**src/rtl/apb_i2c_regif_if.sv**
```systemverilog
// APB slave bus bundle for the I2C register interface.
// Handshake: a transfer is a setup cycle (PSELx=1, PENABLE=0) followed by one or more
// access cycles (PSELx=1, PENABLE=1); it completes on the rising edge where PREADY=1,
// and PSLVERR is meaningful only in that completing cycle.
interface apb_i2c_regif_if #(
  parameter int DATA_W = 32,
  parameter int ADDR_W = 8
);
  logic              PSELx;
  logic              PENABLE;
  logic              PWRITE;
  logic [ADDR_W-1:0] PADDR;
  logic [DATA_W-1:0] PWDATA;
  logic [DATA_W-1:0] PRDATA;
  logic              PREADY;
  logic              PSLVERR;

  modport master (
    output PSELx, PENABLE, PWRITE, PADDR, PWDATA,
    input  PRDATA, PREADY, PSLVERR
  );

  modport slave (
    input  PSELx, PENABLE, PWRITE, PADDR, PWDATA,
    output PRDATA, PREADY, PSLVERR
  );
endinterface

```
**src/rtl/apb_i2c_regif.sv**
```systemverilog
// APB register front-end for an I2C core: TX/RX FIFO ports, config/timeout
// registers, status, and a sticky interrupt block with enable mask.
module apb_i2c_regif #(
  parameter int DATA_W = 32,
  parameter int ADDR_W = 8,
  parameter int CFG_W  = 14,
  parameter int TO_W   = 14
) (
  input  logic              PCLK,
  input  logic              PRESETn,
  apb_i2c_regif_if.slave    apb,
  output logic [DATA_W-1:0] TX_DATA,
  output logic              TX_PUSH,
  input  logic              TX_FULL,
  input  logic              TX_EMPTY,
  input  logic [DATA_W-1:0] RX_DATA,
  output logic              RX_POP,
  input  logic              RX_EMPTY,
  input  logic              ERROR,
  output logic [CFG_W-1:0]  CFG,
  output logic [TO_W-1:0]   TIMEOUT,
  output logic              IRQ,
  output logic              state_dbg
);

  typedef enum logic {IDLE = 1'b0, RXWAIT = 1'b1} state_t;

  localparam logic [ADDR_W-1:0] A_TX  = ADDR_W'('h00);
  localparam logic [ADDR_W-1:0] A_RX  = ADDR_W'('h04);
  localparam logic [ADDR_W-1:0] A_CFG = ADDR_W'('h08);
  localparam logic [ADDR_W-1:0] A_TO  = ADDR_W'('h0C);
  localparam logic [ADDR_W-1:0] A_ST  = ADDR_W'('h10);
  localparam logic [ADDR_W-1:0] A_IEN = ADDR_W'('h14);
  localparam logic [ADDR_W-1:0] A_IST = ADDR_W'('h18);

  state_t            state;
  logic [DATA_W-1:0] prdata_q;
  logic [CFG_W-1:0]  cfg_q;
  logic [TO_W-1:0]   to_q;
  logic [2:0]        irq_en_q;
  logic [2:0]        irq_stat_q;
  logic [2:0]        irq_stat_nxt;
  logic              irq_q;

  logic is_tx, is_rx, is_cfg, is_to, is_st, is_ien, is_ist, mapped;
  logic access, setup_rd, rx_ok, err, wr_ok;
  logic [DATA_W-1:0] rd_mux;

  // Full-width compare against aligned constants also rejects misaligned offsets.
  assign is_tx  = (apb.PADDR == A_TX);
  assign is_rx  = (apb.PADDR == A_RX);
  assign is_cfg = (apb.PADDR == A_CFG);
  assign is_to  = (apb.PADDR == A_TO);
  assign is_st  = (apb.PADDR == A_ST);
  assign is_ien = (apb.PADDR == A_IEN);
  assign is_ist = (apb.PADDR == A_IST);
  assign mapped = is_tx | is_rx | is_cfg | is_to | is_st | is_ien | is_ist;

  assign access   = apb.PSELx & apb.PENABLE & (state == IDLE);
  assign setup_rd = apb.PSELx & ~apb.PENABLE & ~apb.PWRITE & ~is_rx & (state == IDLE);
  assign err      = ~mapped
                  | ( apb.PWRITE & (is_rx | is_st | (is_tx & TX_FULL)))
                  | (~apb.PWRITE & (is_tx | (is_rx & RX_EMPTY)));
  assign rx_ok    = access & ~apb.PWRITE & is_rx & ~RX_EMPTY;
  assign wr_ok    = PRESETn & access & apb.PWRITE & ~err;

  // A good RXDATA read stalls one cycle; every other access completes immediately.
  assign apb.PREADY  = PRESETn & ((state == RXWAIT) | (access & ~rx_ok));
  assign apb.PSLVERR = PRESETn & access & err;
  assign apb.PRDATA  = prdata_q;

  assign TX_DATA   = apb.PWDATA;
  assign TX_PUSH   = wr_ok & is_tx;
  assign RX_POP    = PRESETn & rx_ok;
  assign CFG       = cfg_q;
  assign TIMEOUT   = to_q;
  assign IRQ       = irq_q;
  assign state_dbg = state;

  always_comb begin
    rd_mux = '0;
    if (is_cfg) rd_mux[CFG_W-1:0] = cfg_q;
    if (is_to)  rd_mux[TO_W-1:0]  = to_q;
    if (is_st)  rd_mux[3:0]       = {ERROR, TX_FULL, TX_EMPTY, RX_EMPTY};
    if (is_ien) rd_mux[2:0]       = irq_en_q;
    if (is_ist) rd_mux[2:0]       = irq_stat_q;
  end

  // Sources are OR'd in after the W1C mask so a live source wins over a clear.
  always_comb begin
    irq_stat_nxt = irq_stat_q;
    if (wr_ok && is_ist) irq_stat_nxt = irq_stat_nxt & ~apb.PWDATA[2:0];
    irq_stat_nxt = irq_stat_nxt | {ERROR, ~RX_EMPTY, TX_EMPTY};
  end

  always_ff @(posedge PCLK) begin
    if (!PRESETn) begin
      state      <= IDLE;
      prdata_q   <= '0;
      cfg_q      <= '0;
      to_q       <= '0;
      irq_en_q   <= '0;
      irq_stat_q <= '0;
      irq_q      <= 1'b0;
    end else begin
      irq_stat_q <= irq_stat_nxt;
      irq_q      <= |(irq_stat_q & irq_en_q);
      case (state)
        IDLE: begin
          if (rx_ok) begin
            prdata_q <= RX_DATA;
            state    <= RXWAIT;
          end else if (setup_rd) begin
            prdata_q <= rd_mux;
          end
          if (wr_ok) begin
            if (is_cfg) cfg_q    <= apb.PWDATA[CFG_W-1:0];
            if (is_to)  to_q     <= apb.PWDATA[TO_W-1:0];
            if (is_ien) irq_en_q <= apb.PWDATA[2:0];
          end
        end
        RXWAIT: state <= IDLE;
        default: state <= IDLE;
      endcase
    end
  end

endmodule

```
**src/flat_wrapper.sv**
```systemverilog
// flat-port wrapper written by rule: the top's interface ports become plain ports
module apb_i2c_regif_flat 
#(
  parameter int DATA_W = 32,
  parameter int ADDR_W = 8,
  parameter int CFG_W  = 14,
  parameter int TO_W   = 14
)
  (PCLK, PRESETn, TX_DATA, TX_PUSH, TX_FULL, TX_EMPTY, RX_DATA, RX_POP, RX_EMPTY, ERROR, CFG, TIMEOUT, IRQ, state_dbg, apb_PSELx, apb_PENABLE, apb_PWRITE, apb_PADDR, apb_PWDATA, apb_PRDATA, apb_PREADY, apb_PSLVERR);
  apb_i2c_regif_if #(.DATA_W(DATA_W), .ADDR_W(ADDR_W)) apb_i ();
  input  logic PCLK;
  input  logic PRESETn;
  output logic [DATA_W-1:0] TX_DATA;
  output logic TX_PUSH;
  input  logic TX_FULL;
  input  logic TX_EMPTY;
  input  logic [DATA_W-1:0] RX_DATA;
  output logic RX_POP;
  input  logic RX_EMPTY;
  input  logic ERROR;
  output logic [CFG_W-1:0] CFG;
  output logic [TO_W-1:0] TIMEOUT;
  output logic IRQ;
  output logic state_dbg;
  input wire logic [$bits(apb_i.PSELx)-1:0] apb_PSELx;
  input wire logic [$bits(apb_i.PENABLE)-1:0] apb_PENABLE;
  input wire logic [$bits(apb_i.PWRITE)-1:0] apb_PWRITE;
  input wire logic [$bits(apb_i.PADDR)-1:0] apb_PADDR;
  input wire logic [$bits(apb_i.PWDATA)-1:0] apb_PWDATA;
  output wire logic [$bits(apb_i.PRDATA)-1:0] apb_PRDATA;
  output wire logic [$bits(apb_i.PREADY)-1:0] apb_PREADY;
  output wire logic [$bits(apb_i.PSLVERR)-1:0] apb_PSLVERR;
  assign apb_i.PSELx = apb_PSELx;
  assign apb_i.PENABLE = apb_PENABLE;
  assign apb_i.PWRITE = apb_PWRITE;
  assign apb_i.PADDR = apb_PADDR;
  assign apb_i.PWDATA = apb_PWDATA;
  assign apb_PRDATA = apb_i.PRDATA;
  assign apb_PREADY = apb_i.PREADY;
  assign apb_PSLVERR = apb_i.PSLVERR;
  apb_i2c_regif #(.DATA_W(DATA_W), .ADDR_W(ADDR_W), .CFG_W(CFG_W), .TO_W(TO_W)) u_core (.PCLK(PCLK), .PRESETn(PRESETn), .apb(apb_i), .TX_DATA(TX_DATA), .TX_PUSH(TX_PUSH), .TX_FULL(TX_FULL), .TX_EMPTY(TX_EMPTY), .RX_DATA(RX_DATA), .RX_POP(RX_POP), .RX_EMPTY(RX_EMPTY), .ERROR(ERROR), .CFG(CFG), .TIMEOUT(TIMEOUT), .IRQ(IRQ), .state_dbg(state_dbg));
endmodule
```
**config.mk**
```make
export PLATFORM = sky130hd
export DESIGN_NAME = apb_i2c_regif_flat
export DESIGN_NICKNAME = d
export VERILOG_FILES = /design/src/rtl/apb_i2c_regif_if.sv /design/src/rtl/apb_i2c_regif.sv /design/src/flat_wrapper.sv
export SDC_FILE = /design/constraint.sdc
export NUM_CORES = 1
export LEC_CHECK = 0
export CAP_MARGIN = 10
export CORE_MARGIN = 3
export CORE_UTILIZATION = 35
export CTS_BUF_LIST = sky130_fd_sc_hd__clkbuf_16
export DETAILED_ROUTE_END_ITERATION = 7
export HOLD_SLACK_MARGIN = 0.12
export PLACE_DENSITY = 0.81
export SETUP_SLACK_MARGIN = 0.5
export SLEW_MARGIN = 20
export SYNTH_ARGS = -nofsm -noshare
export SYNTH_HDL_FRONTEND = slang
export SYNTH_SLANG_ARGS = --single-unit
```
**constraint.sdc**
```tcl
create_clock -name PCLK -period 1.77 [get_ports PCLK]
set_input_delay 0.354 -clock PCLK [delete_from_list [all_inputs] [get_ports PCLK]]
set_output_delay 0.354 -clock PCLK [all_outputs]
set_load 0.1 [all_outputs]
```
After elaboration in Yosys (flattened, before gate mapping):

Index checks and enable logic that the tools add are counted.
W data, S select, Z words.

* add/subtract/negate cells: 0
* multiply operators: 0
* divide/modulo/power cells: 0
* order comparisons: 0
* equality and inequality tests: 6
* shift operators: 0
* muxes and demuxes: 10
* bitwise operators: 45
* reductions and logical operators: 8

Operators by type and width (count)
* $mux W32: 2
* $mux W14: 2
* $eq A8 B5 Y1 const B: 3
* $and A1 B1 Y1: 21
* $eq A8 B4 Y1 const B: 2
* $or A1 B1 Y1: 12
* $mux W3: 3
* $reduce_and A3 Y1: 3
* $eq A8 B3 Y1 const B: 1
* $logic_not A8 Y1: 1
* $not A1 Y1: 8
* $and A3 B3 Y3: 2
* $mux W4: 1
* $not A3 Y3: 1
* $or A3 B3 Y3: 1
* $reduce_or A3 Y1: 1
* $pmux W1 S2: 1
* $reduce_and A2 Y1: 1
* $reduce_bool A2 Y1: 1
* $logic_and A1 B1 Y1: 1
* $mux W1: 1

* flip-flop bits (word level): 68
* bits in latches: 0
* RAM bits: 0
* bits in read-only memories: 0
* input port bits: 81
* output and inout port bits: 98
* logic and storage cells: 76
* memories kept: 0

Logic depth before layout (Yosys ltp):

* depth in word-level cells: 15
* mapped depth: 7
* depth with buffers taken out: 5

Worst setup path before layout:

No wires, ideal clock.

* kind: register to output
* from: reg u_core.state (netlist: u_core.state_dbg)
* to: out apb_PSLVERR
* arrival time: 2331 ps
* data required time: 1416 ps
* slack: -915 ps
* cell stages (with the launch flop): 4
* path buffers: 0
* path through: dfxtp_1 -> and3b_1 -> nand2_1 -> nor2_1

* cells in the longest elaborated chain, start to end: 4

Ends and longest elaborated chain
* start: declaration: RTL line apb_i2c_regif.sv:36 `state_t state;`
* start signal: assignment: RTL line apb_i2c_regif.sv:98 `state <= IDLE;`
* start signal: assignment: RTL line apb_i2c_regif.sv:112 `state <= RXWAIT;`
* start signal: assignment: RTL line apb_i2c_regif.sv:122 `RXWAIT: state <= IDLE;`
* $not A1 Y1: RTL line apb_i2c_regif.sv:59 `assign access = apb.PSELx & apb.PENABLE & (state == IDLE);`
* $and A1 B1 Y1: RTL line apb_i2c_regif.sv:59
* $and A1 B1 Y1 (2 in series): RTL line apb_i2c_regif.sv:69 `assign apb.PSLVERR = PRESETn & access & err;`
* end: declaration: RTL line flat_wrapper.sv:32 `output wire logic [$bits(apb_i.PSLVERR)-1:0] apb_PSLVERR;`

No other way between the ends.

Final worst setup path:

* from: in apb_PADDR[1]
* to: out apb_PREADY

* cells in the longest elaborated chain, start to end: 7

Ends and longest elaborated chain
* start: declaration: RTL line flat_wrapper.sv:28 `input wire logic [$bits(apb_i.PADDR)-1:0] apb_PADDR;`
* $eq A8 B3 Y1: RTL line apb_i2c_regif.sv:51 `assign is_rx = (apb.PADDR == A_RX);`
* $and A1 B1 Y1 (2 in series): RTL line apb_i2c_regif.sv:64 `assign rx_ok = access & ~apb.PWRITE & is_rx & ~RX_EMPTY;`
* $not A1 Y1: RTL line apb_i2c_regif.sv:68 `assign apb.PREADY = PRESETn & ((state == RXWAIT) | (access & ~rx_ok));`
* $and A1 B1 Y1: RTL line apb_i2c_regif.sv:68
* $or A1 B1 Y1: RTL line apb_i2c_regif.sv:68
* $and A1 B1 Y1: RTL line apb_i2c_regif.sv:68
* end: declaration: RTL line flat_wrapper.sv:31 `output wire logic [$bits(apb_i.PREADY)-1:0] apb_PREADY;`

No other way between the ends.

==> flow_summary.ini <==
[critical_path]
cp_slowest_stage_delay_ns = 0.34
worstPathArrival_ns = 1.60
critPathSlowestCell = nor4b_4
critical_path.max_fanout = 4
end_kind = output pin
crit_buf_inv = 3
setup.worst_path.start_class = input port
critPathRequiredTime_ns = 1.42
critPathTopFamily = simple AND/OR/NAND/NOR gates
critPathKind = input port to output pin
crit_chain = buf_8 > nor4b_4 > buf_4 > and3_4 > nor2_4 > o21a_4 > buf_12

[grt]
grt_max_degree = 51
grt_first_pass_wirelength_mm = 19.5
antenna_found_initial = 0
grt_pass1_vias = 3546
grt_use_total = 0.246
gr-total-overflow = 0

[synthesis]
synth_top_area_cell = dfxtp_1
synth_top_area_frac = 0.426
netlist_area_sq_um = 3190
synthTopCellsByArea = dfxtp_1 43%, nand2_1 9.4%, buf_4 8.5%
synth_nets = 450
synth_seq_cells = 68
ys_warn_count = 0
yosysSeqAreaShare = 0.426
postSynthAreaPerCell_sq_um = 8.66
synth_cells = 369
ys_types = 41

[floorplan]
fp.dieH_um = 102
start_util = 0.363
pin_count = 179
die_x_um = 102
die-area_sq_um = 10300
core_area_sq_um = 8810
row_count = 34

[detailed_routing]
wl_per_cell_um = 23.6
route.detailed.drc = 0
drt_first_pass_iters = 5
route.vias.total = 3751
first_iter_violations = 322
drtAntennaViolNets = 0
viasPerCell = 5.68
finalWirelength_mm = 15.6

[finish]
drive_gt1_frac = 0.679
design_area_sq_um = 7160
areaGrowthSynthToFinish_pct = 124
layout.cells.non_filler = 660
antenna_cells = 0
final_net_count = 628

[sta]
rsz0062_at_grt = yes
skew_ns = 0.00832
slew_violations = 0
final.setup.worst_slack_ns = -0.187
fin_crit_ns = 1.96
period_share = 1.11
fmax_mhz = 511
worst_pin_slew_ns = 0.563
finalHoldViolCount = 0
final-setup-viol-count = 21
maxSlewHeadroom = 0.625
timing.hold.ws_ns = 0.454

[flow_run]
maxCapViolCount = 0

[placed_design]
port_buffers = 142
pre_cts_slack_ns = -0.879
place_inst = 597
postPlaceCellArea_sq_um = 5600
hpwlAfterDp_mm = 8.12
place.gp.congestion = 0.836

[power]
switching_share = 0.295
netSwitchingPower_mw = 1.21
ir_worst_vdd_uv = 669
pwr-share-clk = 0.395
leakage_nw = 2.70
power.internal_mw = 2.90
power.share.sequential = 0.380
total_power_mw = 4.11
p_per_area_nw_per_um2 = 574
power_frac_comb = 0.225

[clocking]
cts_max_path_buffers = 2
cts_tree = built
cts_sinks = 68
clk_latency_ns = 0.34
cts_max_level = 3
cts_buffers = 9
clockRootBuffer = clkbuf_16
ctsHoldBuffers = 0
clkTransAtPathRegs_ns = 0.05

[run_status]
violations = negative setup slack
status = finished, violations left

[hold_path]
hold_class = input port to flop
area by class of cell:
| type | count | area, sq um |
|---|---|---|
| Timing Repair Buffer | 219 | 3120 |
| Multi-Input combinational cell | 245 | 2150 |
| Fill cell | 432 | 1650 |
| Sequential cell | 68 | 1470 |
| Clock buffer | 9 | 225 |
| Tap cell | 108 | 135 |
| Clock inverter | 7 | 45.0 |
| Inverter | 4 | 15.0 |
flip-flops by register name (all words and copies together), names as in the netlist:
name / count
u_core.irq_stat_q: 3
u_core.CFG: 14
u_core.TIMEOUT: 14
u_core.apb.PRDATA: 32
u_core.state_dbg: 1
u_core.irq_en_q: 3
u_core.IRQ: 1
cell families (layout without fill, tap and decap cells):
family / after synthesis / after routing / share of synthesized area
and+or+nand+nor: 130 / 134 / 0.199
DFF: 68 / 68 / 0.426
buffers and inverters: 60 / 239 / 0.127
AOI/OAI and AO/OA: 108 / 108 / 0.239
muxes: 3 / 3 / 0.00940
path summary, 6_finish.rpt:
check	end	cells after the start	slack [ns]	startpoint
hold / removal	u_core.irq_stat_q[1]	3	0.45	RX_EMPTY
setup reg to reg	u_core.apb.PRDATA[8]	6	0.05	u_core.state_dbg
setup / recovery	apb_PREADY	7	-0.19	apb_PADDR[1]
hold reg to reg	u_core.CFG[9]	2	0.49	u_core.CFG[9]
worst min-delay path, cell delays in order:
cell and delay (ns):
buf_2 0.18, buf_4 0.15, a21boi_1 0.06
metal layers:
| metal | wire [um] | share of wire | up-vias | GRT usage |
|---|---|---|---|---|
| li1 | - | - | 1634 | - |
| met1 | 5730 | 0.37 | 1833 | 0.288 |
| met2 | 8040 | 0.52 | 227 | 0.427 |
| met3 | 1090 | 0.070 | 57 | 0.0689 |
| met4 | 699 | 0.045 | 0 | 0.0951 |
| met5 | 0 | 0 | - | 0 |
Yosys cell counts:
| cell type | number |
|---|---|
| a21boi_0 | 23 |
| a21boi_1 | 6 |
| a21o_1 | 1 |
| a21oi_1 | 7 |
| a21oi_2 | 1 |
| a221oi_1 | 4 |
| a222oi_1 | 3 |
| a22o_1 | 18 |
| a22oi_1 | 9 |
| a31oi_1 | 13 |
| and2_1 | 5 |
| and2_2 | 2 |
| and3_1 | 4 |
| and3b_1 | 2 |
| and4_1 | 1 |
| and4_4 | 1 |
| buf_2 | 2 |
| buf_4 | 36 |
| buf_6 | 4 |
| buf_8 | 1 |
| clkbuf_1 | 13 |
| dfxtp_1 | 68 |
| inv_1 | 4 |
| mux2i_1 | 3 |
| nand2_1 | 80 |
| nand2b_1 | 5 |
| nand3_1 | 2 |
| nand4_1 | 4 |
| nand4b_1 | 1 |
| nor2_1 | 8 |
| nor2b_1 | 7 |
| nor3_1 | 3 |
| nor3_2 | 1 |
| nor3b_1 | 1 |
| nor4_2 | 1 |
| nor4b_1 | 1 |
| nor4b_4 | 1 |
| o21a_1 | 2 |
| o21ai_0 | 16 |
| o21ai_1 | 4 |
| o21bai_1 | 1 |
cell usage in the layout, fill, tap and decap left out, types with 4 or more instances in the layout:
master / n
dfxtp_1: 6
a31oi_4: 5
clkbuf_16: 12
a22o_1: 18
a22oi_2: 6
and2_4: 9
nand2_1: 35
a21boi_2: 11
clkdlybuf4s50_1: 34
inv_1: 5
nor2_1: 4
nand4_1: 4
a31oi_1: 8
buf_4: 34
nand2_8: 4
o21ai_2: 15
a21boi_1: 18
dfxtp_2: 50
dfxtp_4: 12
a21oi_2: 4
dlygate4sd2_1: 16
nor2b_1: 5
buf_12: 89
nand2_2: 33
nand2_4: 10
buf_6: 32
power by group through the flow:
stage               Clock (mW)  Sequential (mW)  Combinational [mW]
CTS                       1.63             1.58               0.821
detailed placement           0             1.60               0.723
global route              1.71             1.56               0.948
global placement             0             1.60               0.715
floorplan                    0             1.71               0.467
finish                    1.63             1.56               0.924
what timing repair did:
action,in CTS,in global routing
pin swaps,44,58
resized for setup,192,92
gates cloned,7,4
setup endpoints to repair,86,83
setup buffers,21,15
through the flow:
stage                      util  setup TNS (ns)
after floorplan               -          -0.129
after global placement    0.636          -35.80
after detailed placement  0.636          -39.07
after CTS                 0.748          -0.271
after global routing      0.813           -4.18
final                     0.813           -2.18
No activity file was read; power rests on OpenSTA's default activity.
